[src/rtl/uart_dec_frame_display.sv]
// uart_dec_frame_display
// Builds a NUM_DIGITS-digit BCD value from an ASCII byte stream coming from uart_rx.
// Framing is either a fixed digit count (MODE 0) or a line ended by CR/LF (MODE 1).
// An optional inter-byte timeout drops a partial frame. The committed value is also
// time-multiplexed onto one shared 7-seg decoder through scan_sel, scan_bcd and scan_blank.
module uart_dec_frame_display #(
  parameter int NUM_DIGITS     = 4,
  parameter int MODE           = 0,
  parameter int TIMEOUT_CYCLES = 0,
  parameter int BLANK_LEADING  = 0,
  parameter int SCAN_DIV       = 1024
) (
  input  logic                    clk,
  input  logic                    rst,
  input  logic [7:0]              rx_byte,
  input  logic                    rx_valid,
  output logic [4*NUM_DIGITS-1:0] bcd_out,
  output logic [NUM_DIGITS-1:0]   blank_mask,
  output logic                    frame_done,
  output logic                    frame_err,
  output logic                    busy,
  output logic [NUM_DIGITS-1:0]   scan_sel,
  output logic [3:0]              scan_bcd,
  output logic                    scan_blank
);

  localparam int BW    = 4 * NUM_DIGITS;
  localparam int CW    = $clog2(NUM_DIGITS + 1);
  localparam int TW    = (TIMEOUT_CYCLES > 0) ? $clog2(TIMEOUT_CYCLES + 1) : 1;
  localparam int TLAST = (TIMEOUT_CYCLES > 0) ? TIMEOUT_CYCLES - 1 : 0;
  localparam int IW    = (NUM_DIGITS > 1) ? $clog2(NUM_DIGITS) : 1;
  localparam int DW    = $clog2(SCAN_DIV);

  typedef enum logic [1:0] {
    IDLE    = 2'd0,
    COLLECT = 2'd1,
    DISCARD = 2'd2
  } state_t;

  state_t          state_q, state_d;
  logic [CW-1:0]   count_q, count_d;
  logic [BW-1:0]   shadow_q, shadow_d;
  logic [BW-1:0]   bcd_q, bcd_d;
  logic [NUM_DIGITS-1:0] blank_q, blank_d;
  logic            done_q, done_d;
  logic            err_q, err_d;
  logic            busy_q;
  logic [TW-1:0]   timer_q, timer_d;
  logic [DW-1:0]   div_q, div_d;
  logic [IW-1:0]   idx_q, idx_d;

  logic            is_digit, is_term, is_esc;
  logic [3:0]      digit_val;
  logic [BW-1:0]   shadow_shift;
  logic [NUM_DIGITS-1:0] blank_commit;

  assign is_digit     = (rx_byte >= 8'h30) && (rx_byte <= 8'h39);
  assign is_term      = (rx_byte == 8'h0D) || (rx_byte == 8'h0A);
  assign is_esc       = (rx_byte == 8'h1B);
  assign digit_val    = 4'(rx_byte - 8'h30);
  // newest digit enters at the ones position, older digits move up one place
  assign shadow_shift = (shadow_q << 4) | BW'(digit_val);

  // positions above the received digit count are blanked in line mode when enabled
  genvar gi;
  generate
    for (gi = 0; gi < NUM_DIGITS; gi++) begin : g_blank
      assign blank_commit[gi] = (BLANK_LEADING != 0) && (MODE != 0) && (CW'(gi) >= count_q);
    end
  endgenerate

  // framing FSM next-state: byte classification, commit/error decisions, timeout
  always_comb begin
    state_d  = state_q;
    count_d  = count_q;
    shadow_d = shadow_q;
    bcd_d    = bcd_q;
    blank_d  = blank_q;
    done_d   = 1'b0;
    err_d    = 1'b0;
    timer_d  = '0;
    if (rx_valid) begin
      if (is_esc) begin
        state_d  = IDLE;
        count_d  = '0;
        shadow_d = '0;
      end else if (is_digit) begin
        if (state_q != DISCARD) begin
          if (MODE == 0) begin
            if (count_q == CW'(NUM_DIGITS - 1)) begin
              bcd_d    = shadow_shift;
              blank_d  = '0;
              done_d   = 1'b1;
              state_d  = IDLE;
              count_d  = '0;
              shadow_d = '0;
            end else begin
              shadow_d = shadow_shift;
              count_d  = count_q + CW'(1);
              state_d  = COLLECT;
            end
          end else begin
            if (count_q == CW'(NUM_DIGITS)) begin
              err_d    = 1'b1;
              state_d  = DISCARD;
              count_d  = '0;
              shadow_d = '0;
            end else begin
              shadow_d = shadow_shift;
              count_d  = count_q + CW'(1);
              state_d  = COLLECT;
            end
          end
        end
      end else if (is_term) begin
        // a terminator in IDLE is dropped so CRLF gives a single commit
        if (MODE != 0) begin
          if (state_q == COLLECT) begin
            bcd_d    = shadow_q;
            blank_d  = blank_commit;
            done_d   = 1'b1;
            state_d  = IDLE;
            count_d  = '0;
            shadow_d = '0;
          end else if (state_q == DISCARD) begin
            state_d = IDLE;
          end
        end
      end else begin
        if ((MODE != 0) && (state_q != DISCARD)) begin
          err_d    = 1'b1;
          state_d  = DISCARD;
          count_d  = '0;
          shadow_d = '0;
        end
      end
    end else if ((TIMEOUT_CYCLES > 0) && (state_q != IDLE)) begin
      if (timer_q == TW'(TLAST)) begin
        err_d    = 1'b1;
        state_d  = IDLE;
        count_d  = '0;
        shadow_d = '0;
      end else begin
        timer_d = timer_q + TW'(1);
      end
    end
  end

  // free-running scan divider and digit index
  always_comb begin
    if (div_q == DW'(SCAN_DIV - 1)) begin
      div_d = '0;
      idx_d = (idx_q == IW'(NUM_DIGITS - 1)) ? '0 : idx_q + IW'(1);
    end else begin
      div_d = div_q + DW'(1);
      idx_d = idx_q;
    end
  end

  // state, committed value and scan registers
  always_ff @(posedge clk) begin
    if (rst) begin
      state_q  <= IDLE;
      count_q  <= '0;
      shadow_q <= '0;
      bcd_q    <= '0;
      blank_q  <= '0;
      done_q   <= 1'b0;
      err_q    <= 1'b0;
      busy_q   <= 1'b0;
      timer_q  <= '0;
      div_q    <= '0;
      idx_q    <= '0;
    end else begin
      state_q  <= state_d;
      count_q  <= count_d;
      shadow_q <= shadow_d;
      bcd_q    <= bcd_d;
      blank_q  <= blank_d;
      done_q   <= done_d;
      err_q    <= err_d;
      busy_q   <= (state_d != IDLE);
      timer_q  <= timer_d;
      div_q    <= div_d;
      idx_q    <= idx_d;
    end
  end

  // shared-decoder digit select from the registered committed value
  always_comb begin
    scan_bcd   = 4'h0;
    scan_blank = 1'b0;
    for (int i = 0; i < NUM_DIGITS; i++) begin
      if (idx_q == IW'(i)) begin
        scan_bcd   = bcd_q[4*i +: 4];
        scan_blank = blank_q[i];
      end
    end
  end

  assign scan_sel   = NUM_DIGITS'(1) << idx_q;
  assign bcd_out    = bcd_q;
  assign blank_mask = blank_q;
  assign frame_done = done_q;
  assign frame_err  = err_q;
  assign busy       = busy_q;

endmodule

[config.mk]
export PLATFORM = sky130hd
export DESIGN_NAME = uart_dec_frame_display
export DESIGN_NICKNAME = d
export VERILOG_FILES = /design/src/rtl/uart_dec_frame_display.sv
export SDC_FILE = /design/constraint.sdc
export NUM_CORES = 1
export LEC_CHECK = 0
export CAP_MARGIN = 20
export CORE_AREA = 2 2 73 75
export DETAILED_ROUTE_END_ITERATION = 8
export DIE_AREA = 0 0 75 77
export HOLD_SLACK_MARGIN = 0.05
export PLACE_DENSITY = 0.75
export SYNTH_ARGS = -nofsm -noshare
export SYNTH_HDL_FRONTEND = slang
export SYNTH_SLANG_ARGS = --single-unit
[constraint.sdc]
create_clock -name clk -period 1.9 [get_ports clk]
set_clock_uncertainty 0.1 [all_clocks]
set_input_delay 0.285 -clock clk [delete_from_list [all_inputs] [get_ports clk]]
set_output_delay 0.285 -clock clk [all_outputs]
set_load 0.01 [all_outputs]
== Word-level counts from Yosys, hierarchy flattened ==
Index checks and enable logic that the tools add are counted.
Storage, ports and cells
  logic and storage cells: 55
  output and inout bits: 32
  flip-flop bits (word level): 47
  input bits: 11
Cells by class
  shift operators: 1
  muxes and demuxes: 19
  add/sub/neg operators: 4
  reductions and logical operators: 9
  order comparisons: 2
  bitwise logic cells: 5
  eq/ne operators: 7
Operators by type and width (count)
  12-bit two-way mux: 4
  4-bit two-way mux: 4
  16-bit by 4-bit bitwise OR with 16-bit output: 1
  3-bit two-way mux: 4
  10-bit by 1-bit adder with 10-bit output, second input constant: 1
  10-bit == test, second input constant: 1
  2-bit two-way mux: 5
  8-bit by 5-bit == test with 1-bit output, second input constant: 1
  8-bit by 6-bit >= comparator with 1-bit output, second input constant: 1
  8-bit by 6-bit less-or-equal comparator with 1-bit output, second input constant: 1
  2-bit nonzero test: 3
  5-bit AND reduction: 1
  5-bit OR reduction: 1
  2-bit == test, second input constant: 2
  1-bit NOT: 4
  1-bit by 2-bit left shift with 4-bit output, first input constant: 1
  4-bit by 1-bit subtractor with 4-bit output, second input constant: 1
  3-bit by 1-bit adder with 3-bit output, second input constant: 1
  3-bit by 2-bit == test with 1-bit output, second input constant: 1
  3-bit AND reduction: 1
  2-bit by 1-bit adder with 2-bit output, second input constant: 1
  2-bit by 1-bit == test with 1-bit output, second input constant: 1
  2-bit logical NOT: 1
  1-bit two-way mux: 2
  other kinds (3): 3

== Depth between registers and ports, before layout ==
Gate-level depths: netlist of run 1.
  depth after elaboration: 7
  depth in mapped cells: 6
  mapped depth without buffers: 6

== Worst setup path after synthesis of run 1 ==
Ideal clock, no wire load.
  path kind: register to output
  start: register idx_q[1]
  end: output port scan_bcd[0]
  cell stages (with the launch flop): 7
  data required time: 1.515 ns
  arrival time: 1.321 ns
  buffers on the path: 0
  slack: 0.194 ns
  cell sequence: dfxtp_1 > inv_1 > ha_1 > nand3b_1 > a21oi_1 > a21oi_1 > o21ai_0
Between the ends
  word-level cells in the longest chain between the ends: 5
  elaborated cells between the ends (all ways): 8
  those cells by class: eq/ne: 3; mux: 4; reduce/logical: 1
Ends and longest elaborated chain
  start, declared: line 50  | logic [IW-1:0] idx_q, idx_d;
  start signal, assigned: line 185  | idx_q <= idx_d;
  2-bit logical NOT: line 194  | if (idx_q == IW'(i)) begin
  4-bit two-way mux (3 in a row): line 194
  4-bit two-way mux *: line 194
  end, declared: line 23  | output logic [3:0] scan_bcd,
Mark *: on every way between the ends. The rest lies on a longest branch, timed or not.

== Worst setup path after layout of run 1 ==
Ends and elaborated chain as after synthesis.

==> run metrics, run 1 <==
clk slew on worst S/H paths=0.08 ns; cts hold-fix bufs=0; GR Overflow Total=0; Port Buffer Count=36; io pins=43; initial core utilization=0.4409; Avg Inst Size Synth=~8.4 um2; Slew Limit Headroom=0.6170; full die area=between 5000 and 6000 um2; H-Tree Depth=2; Hold WC Path Type=register to register; vias in the first global route=approximately 2,000; CTS tree=done; total CTS buffers=5; deepest clock path buffer count=2; Post-Synthesis Cells=between 200 and 300; Die Height=around 77 um; Slew Limit Fails=0; #FFs+latches synth=47; Post-Route Utilization=0.5945; dominant cell type by area after synthesis=dfxtp_1; placed cell count=around 370; CP arrival=1.54 ns; DR iter-0 viols=between 200 and 300; Main synth FF type=dfxtp_1; critical path peak fanout=6; DP Area=between 2000 and 3000 um2; CP top delay family=flip-flops; final hold vios=0; maxcap violations=0; non-filler instance count after layout=383; Critical Path RT=1.51 ns; DRC=0; Crit. End Element=output pin; routed len/inst=13.69 um; sequential-to-total area share from yosys stat=0.4287; Netlist cell types=40; layout cells sized above 1=0.1885; CP Cell Sequence=inv_4 > ha_4 > nand3b_1 > a21oi_2 > a21oi_1 > o21ai_1 > buf_2; WS Path Type=register to output pin; vias per inst=around 5.4; first-pass GRT wire length=roughly 8800 um; largest net degree at the start of global routing=38; Total GRT Usage=0.1937; maximum clock frequency=around 520 MHz; nets@finish=329; Post-synth EDFFs=0; drt pass-1 iters=4; startpoint class of the critical path=register; Worst Tran Pin Value=around 0.57 ns; P&R area growth vs syn=34.83%; final setup fails=3; Die W=75 um; PD cells=approximately 640 nW/um2; period utilisation layout=1.012; CP bufs+invs=2; status=complete, but fails checks; detailed placer's ending HPWL=3686 um; Placement Setup Slack=-0.3366 ns; worst setup margin=-0.02240 ns; peak supply drop=about 0.00036 V; leakage=~1.1 nW; crit-path max cell delay=0.36 ns; CORE AREA=about 5000 um2; violated checks=setup timing; mapped cell area=~2200 um2; ANT nets after route=0; unrepaired setup endpoints after global routing=true; area share of the largest cell type after synthesis=0.4287; fin crit period=1.922 ns; antenna fix cells=0; # rows=26; routed vias=between 2,000 and 2,500; Design Area, Final=roughly 3000 um2; Area contributors post-synth=dfxtp_1, a21oi_1, o21ai_0; initial antenna violation count=0; final hold slack=about 0.37 ns; Slowest-stage cell, CP=dfxtp_2; Synth Warn #=0; Worst-Skew Late Latency=roughly 0.30 ns; DRT Wirelength=roughly 5200 um; Routability Congestion=roughly 0.76; ys async rst share=0; Root Buffer=clkbuf_8; CTS sink cnt=between 40 and 50
logic make-up (layout without fill, tap and decap cells):
logic type,count (synthesis),after routing,synth area share
AOI/OAI and AO/OA,91,91,0.2263
and+or+nand+nor,78,78,0.2087
DFF,47,47,0.4287
buffers and inverters,32,79,0.07582
adders and majority gates,6,6,0.03421
xor gates and xnor gates,5,5,0.01995
other,1,6,0.001709
muxes,1,1,0.004561
sequential cells by signal (all words and copies together) (netlist names):
register,count
div_q,10
shadow_q,12
state_q,2
bcd_out,16
count_q,3
frame_done,1
idx_q,2
busy,1
final cells by class:
cell class / count / area [um2]
clock buffers: 6 / 82.58
clock inverters: 2 / 35.03
fillers: 439 / 2018
inverters: 8 / 35.03
multi-input cells: 187 / 1185
flip-flops and latches: 47 / 943.4
well taps: 70 / 87.58
repair buffers: 63 / 590.6
cell usage after synthesis (3+ instances only):
| library cell | n |
|---|---|
| o211a_1 | 3 |
| buf_4 | 6 |
| dfxtp_1 | 47 |
| nand3_1 | 32 |
| nand3b_1 | 6 |
| buf_2 | 6 |
| nor3_1 | 7 |
| xor2_1 | 4 |
| o21ai_0 | 37 |
| clkbuf_1 | 8 |
| a21oi_1 | 43 |
| nor2_1 | 6 |
| nand2_1 | 12 |
| inv_1 | 8 |
| ha_1 | 6 |
layer usage:
| layer | vias up | part of all wire | GRT usage |
|---|---|---|---|
| met2 | 53 | 0.51 | 0.3289 |
| met3 | 10 | 0.037 | 0.03417 |
| met5 | - | 0 | 0 |
| met1 | 971 | 0.44 | 0.2328 |
| met4 | 0 | 0.021 | 0.08393 |
| li1 | 1028 | - | - |
final timing paths:
path / startpoint / endpoint / slack, ns / cells past startpoint
setup reg to reg: div_q[0] / idx_q[1] / 0.27 / 5
hold reg to reg: shadow_q[11] / bcd_out[15] / 0.37 / 2
setup / recovery: idx_q[1] / scan_bcd[0] / -0.02 / 7
hold / removal: shadow_q[11] / bcd_out[15] / 0.37 / 2
tightest hold or removal path: cells and delay by family, from the launching register on:
family,cells,cell delay (ns)
flip-flops,1,0.31
AO/OA/AOI/OAI,1,0.05
AND/OR/NAND/NOR,1,0.07
power by group:
group	total (W)	internal (W)	switching [W]
sequential	0.000997	0.000991	0.00000607
combinational	0.000137	0.0000616	0.0000750
clock	0.000754	0.000426	0.000329
total	0.00189	0.00148	0.000410
placed cells by master (no fill, tap or decap), types with 6 or more instances in the layout:
master and count:
a21oi_2 6, inv_1 6, a21oi_1 38, conb_1 6, clkbuf_8 6, nor3_1 7
buf_4 23, clkdlybuf4s50_1 28, nand3b_1 6, dfxtp_1 45, nand2_1 11, nand3_1 32
o21ai_0 34, nor2_1 6
per-stage QoR:
step                total power, W  TNS [ns]
floorplan                 0.001097         0
global route              0.001964   -0.3833
CTS                       0.001901  -0.03203
finish                    0.001888  -0.05049
global placement          0.001154    -4.098
detailed placement        0.001154    -4.760
timing repair:
action | in CTS | in global routing
buffers inserted | 1 | 0
endpoints found under the hold margin | 0 | 0
gates resized for setup | 38 | 7
setup endpoints to repair | 13 | 4
pin swaps | 3 | 5
(Power assumes the default switching activity.)
==> inputs of run 2 (changes only) <==
CTS_BUF_LIST = sky130_fd_sc_hd__clkbuf_16   (was unset)
REMOVE_ABC_BUFFERS = 1   (was unset)
==> run 2 against run 1 <==
  * Hold slack worse by 0.0020 ns
  * Largest cell class unchanged
  * Non-clock buffer count increased by 4
  * Flip-flop and latch count is the same
  * Critical path type unchanged
  * The flow still finishes with violations (setup timing)
  * Total power is 20% higher
  * Combinational power shrank 3%
  * Final area up 3.2%
  * Sequential share of layout area is 0.91 points lower
  * Wire length grew 4.3%
  * Final cell count up 1.0%
  * Core utilization increased by 1.9 points
  * Die area is the same
==> run metrics, run 2 (synthesized netlist as in run 1, its figures left out) <==
nets@finish=333; vias per inst=about 5.4; final hold vios=0; ANT nets after route=0; violated checks=setup timing; peak supply drop=0.0004570 V; Root Buffer=clkbuf_16; Critical Path RT=approximately 1.5 ns; maximum clock frequency=approximately 520 MHz; maxcap violations=0; # rows=26; DR iter-0 viols=110; CORE AREA=~5000 um2; full die area=approximately 5800 um2; Slew Limit Headroom=0.5980; Die W=roughly 75 um; Crit. End Element=output pin; DP Area=around 2700 um2; antenna fix cells=0; Slew Limit Fails=0; DRT Wirelength=5471 um; Placement Setup Slack=-0.3892 ns; fin crit period=roughly 1.9 ns; routed len/inst=14.14 um; largest net degree at the start of global routing=47; Worst Tran Pin Value=0.6029 ns; fillcell total=about 440; Worst-Skew Late Latency=0.28 ns; drt pass-1 iters=4; P&R area growth vs syn=39.17%; critical path peak fanout=7; unrepaired setup endpoints after global routing=true; non-filler instance count after layout=between 300 and 400; io pins=43; CP arrival=1.55 ns; initial core utilization=0.4409; worst setup margin=-0.03630 ns; placed cell count=around 370; deepest clock path buffer count=2; PD cells=around 740 nW/um2; commonest cells after routing, fill and taps aside=dfxtp_1, a21oi_1, o21ai_0, nand3_1, clkdlybuf4s50_1; leakage=roughly 1.1 nW; layout cells sized above 1=0.2050; Design Area, Final=about 3100 um2; most common cell after layout, fill and taps aside=dfxtp_1; startpoint class of the critical path=register; detailed placer's ending HPWL=approximately 3600 um; clk slew on worst S/H paths=0.07 ns; first-pass GRT wire length=approximately 8900 um; Port Buffer Count=36; initial antenna violation count=0; vias in the first global route=1,923; total CTS buffers=5; final hold slack=0.3696 ns; H-Tree Depth=2; CTS sink cnt=47; period utilisation layout=1.019; GR Overflow Total=0; Largest register FFs=16; Post-Route Utilization=0.6136; routed vias=2,098; Total GRT Usage=0.1969; Routability Congestion=between 0.7 and 0.8; WS Path Type=register to output pin; Die Height=between 70 and 80 um; status=complete, but fails checks; DRC=0; Hold WC Path Type=register to register; CTS tree=done; final setup fails=1
run 2: changes by cell type in the layout (fill, tap and decap cells not counted), sizes merged:
cell,before,now
clkbuf,6,5
clkinv,1,0
buf,32,36
bufinv,1,2
clkinvlp,0,1
run 2: layout make-up:
class | instances | area [um2] | share of cell area
clock buffers | 5 | 125.1 | 0.04097
multi-input cells | 187 | 1192 | 0.3904
flip-flops and latches | 47 | 945.9 | 0.3097
repair buffers | 67 | 603.1 | 0.1975
well taps | 70 | 87.58 | 0.02868
inverters | 8 | 32.53 | 0.01065
clock inverters | 3 | 67.56 | 0.02212
run 2: path summary, 6_finish.rpt:
| kind | startpoint | slack (ns) | depth (start not counted) | end |
|---|---|---|---|---|
| max | idx_q[1] | -0.04 | 9 | scan_bcd[2] |
| min | shadow_q[11] | 0.37 | 2 | bcd_out[15] |
| max reg2reg | state_q[0] | 0.31 | 4 | shadow_q[9] |
| min reg2reg | shadow_q[11] | 0.37 | 2 | bcd_out[15] |
run 2: metrics by stage:
stage / total power [W] / setup TNS, ns
after floorplan: 0.001067 / 0
after global placement: 0.001148 / -5.112
after detailed placement: 0.001149 / -5.855
after CTS: 0.002277 / -0.005987
after global routing: 0.002328 / -0.3908
final: 0.002263 / -0.03630
run 2: power by group:
| part | internal (W) | total [W] | switching [W] |
|---|---|---|---|
| sequential | 0.000991 | 0.000996 | 0.00000579 |
| clock | 0.000754 | 0.00113 | 0.000380 |
| combinational | 0.0000559 | 0.000133 | 0.0000770 |
| total | 0.00180 | 0.00226 | 0.000463 |
run 2: routing by layer:
layer / share of wire / GRT usage
met5: 0 / 0
met3: 0.032 / 0.03154
met4: 0.016 / 0.06786
met1: 0.45 / 0.2498
met2: 0.51 / 0.3307
run 2: critical path, stage by stage, from the launching register on:
cell and delay [ns]:
dfxtp_2 0.33, inv_2 0.09, ha_4 0.17, buf_4 0.11, buf_6 0.08, nand2_1 0.06
a21oi_2 0.15, a21oi_2 0.04, o21ai_1 0.10, buf_2 0.14
run 2: repair_timing:
item,CTS,global route
setup endpoints to repair,22,4
setup buffers,4,1
resized for setup,44,6
hold buffers,0,0
hold endpoints to repair,0,0
pin swaps,5,5
==> inputs of run 3 (changes only) <==
SKIP_LAST_GASP = 1   (was unset)
clock period = 2 ns   (was 1.9 ns; I/O delays follow)
==> run 3 against run 2 <==
  * Clock power decreased by 15%
  * First-iteration DRC count decreased by 16%
  * Die area unchanged
  * Setup slack improved by 0.073 ns
  * Final area decreased by 1.9%
  * The flow now finishes without violations
  * Register-to-register slack improved by 0.07 ns
  * Clock-buffer cell count unchanged
  * Final cell count unchanged
  * Combinational power decreased by 4%
  * Critical path depth decreased by 2
  * Critical path type unchanged
  * Total power decreased by 9.9%
  * Non-clock buffer count unchanged
==> run metrics, run 3 (synthesized netlist as in run 1, its figures left out) <==
final hold vios=0; PD cells=a little under 700 nW/um2; commonest cells after routing, fill and taps aside=dfxtp_1, a21oi_1, o21ai_0, nand3_1, clkdlybuf4s50_1; full die area=5775 um2; startpoint class of the critical path=register; Post-Route Utilization=0.6018; met2 WL=~2800 um; Critical Path RT=about 1.6 ns; Slew Limit Fails=0; maxcap violations=0; cts hold-fix bufs=0; DP Area=2748 um2; Placement Setup Slack=-0.3148 ns; Design Area, Final=2995 um2; largest net degree at the start of global routing=47; Worst-Skew Late Latency=roughly 0.29 ns; peak supply drop=between 0.0004 and 0.0005 V; # rows=26; maximum clock frequency=a little over 500 MHz; fin crit period=1.963 ns; CP bufs+invs=3; detailed placer's ending HPWL=around 3600 um; status=finished clean; ANT nets after route=0; Slowest-stage cell, CP=dfxtp_2; CTS sink cnt=47; period utilisation layout=0.9817; CP arrival=roughly 1.6 ns; leakage=between 1 and 1.5 nW; critical path peak fanout=5; non-filler instance count after layout=387; DRT Wirelength=~5500 um; vias in the first global route=2,005; CP top delay family=buffers and inverters; DR iter-0 viols=roughly 90; CTS tree=done; crit-path max cell delay=0.33 ns; initial antenna violation count=0; total CTS buffers=5; H-Tree Depth=2; Root Buffer=clkbuf_16; Hold WC Path Type=register to register; Total GRT Usage=0.1987; GR Overflow Total=0; unrepaired setup endpoints after global routing=true; top routing layer in use=met4; final setup fails=0; Worst Tran Pin Value=about 0.63 ns; layout cells sized above 1=0.1830; DRC=0; vias per inst=~5.5; final hold slack=~0.38 ns; drt pass-1 iters=4; Die Height=77 um; nets@finish=~330; antenna fix cells=0; Largest register FFs=16; Crit. End Element=output pin; routed vias=between 2,000 and 2,500; Port Buffer Count=36; Routability Congestion=0.7355; io pins=43; worst setup margin=about 0.037 ns; routed len/inst=14.22 um; deepest clock path buffer count=2; CP Cell Sequence=buf_4 > ha_4 > buf_4 > a21oi_1 > a21oi_1 > o21ai_0 > buf_2; most common cell after layout, fill and taps aside=dfxtp_1; wire length on met1=2433 um; WS Path Type=register to output pin; Die W=~75 um; fillcell total=445; CORE AREA=around 5000 um2; clk slew on worst S/H paths=about 0.07 ns; Slew Limit Headroom=0.5774; placed cell count=376; first-pass GRT wire length=between 9000 and 10,000 um; met3 routed WL=roughly 220 um; initial core utilization=0.4409; P&R area growth vs syn=36.49%
==> run 3: tightest hold or removal path: cells and delay by family, from the launching register on <==
family	cells	cell delay (ns)
and+or+nand+nor	1	0.06
DFF	1	0.31
AOI/OAI and AO/OA	1	0.05
==> run 3: path summary, 6_finish.rpt <==
| kind | to | cells after the start | startpoint | slack [ns] |
|---|---|---|---|---|
| worst max-delay path | scan_bcd[0] | 7 | idx_q[1] | 0.04 |
| worst min-delay path | bcd_out[14] | 2 | shadow_q[10] | 0.38 |
| worst max register to register | idx_q[0] | 6 | div_q[0] | 0.38 |
| worst min register to register | bcd_out[14] | 2 | shadow_q[10] | 0.38 |
==> run 3: stage by stage <==
step                      total power [W]  TNS (ns)
after global routing             0.002103   -0.1354
after floorplan                  0.001014         0
after global placement           0.001092    -3.784
after CTS                        0.002049  -0.04139
after detailed placement         0.001094    -4.653
final                            0.002039         0
==> run 3: what timing repair did <==
action | 4_1_cts | 5_1_grt
endpoints found under the setup margin | 18 | 6
setup buffers | 2 | 1
resized for setup | 28 | 7
pin swaps | 2 | 3
==> run 3: cell type report <==
cell class                      count  area (um2)  area share
Multi-Input combinational cell    187        1171      0.3910
Sequential cell                    47       943.4      0.3150
Timing Repair Buffer               67       591.8      0.1976
Clock buffer                        5       125.1     0.04177
Tap cell                           70       87.58     0.02924
Clock inverter                      3       46.29     0.01546
Inverter                            8       30.03     0.01003
==> run 3: where the power goes <==
| group | switching [W] | total [W] | leakage (nW) | internal, W |
|---|---|---|---|---|
| clock network | 0.000369 | 0.000963 | 0.0804 | 0.000594 |
| logic | 0.0000734 | 0.000128 | 0.646 | 0.0000546 |
| registers | 0.00000555 | 0.000948 | 0.380 | 0.000942 |
==> run 3: layer usage <==
| metal | vias to the layer above | global-route usage |
|---|---|---|
| met3 | 2 | 0.04468 |
| li1 | 1037 | - |
| met2 | 65 | 0.3395 |
| met4 | 0 | 0.05357 |
| met1 | 1013 | 0.2453 |
| met5 | - | 0 |
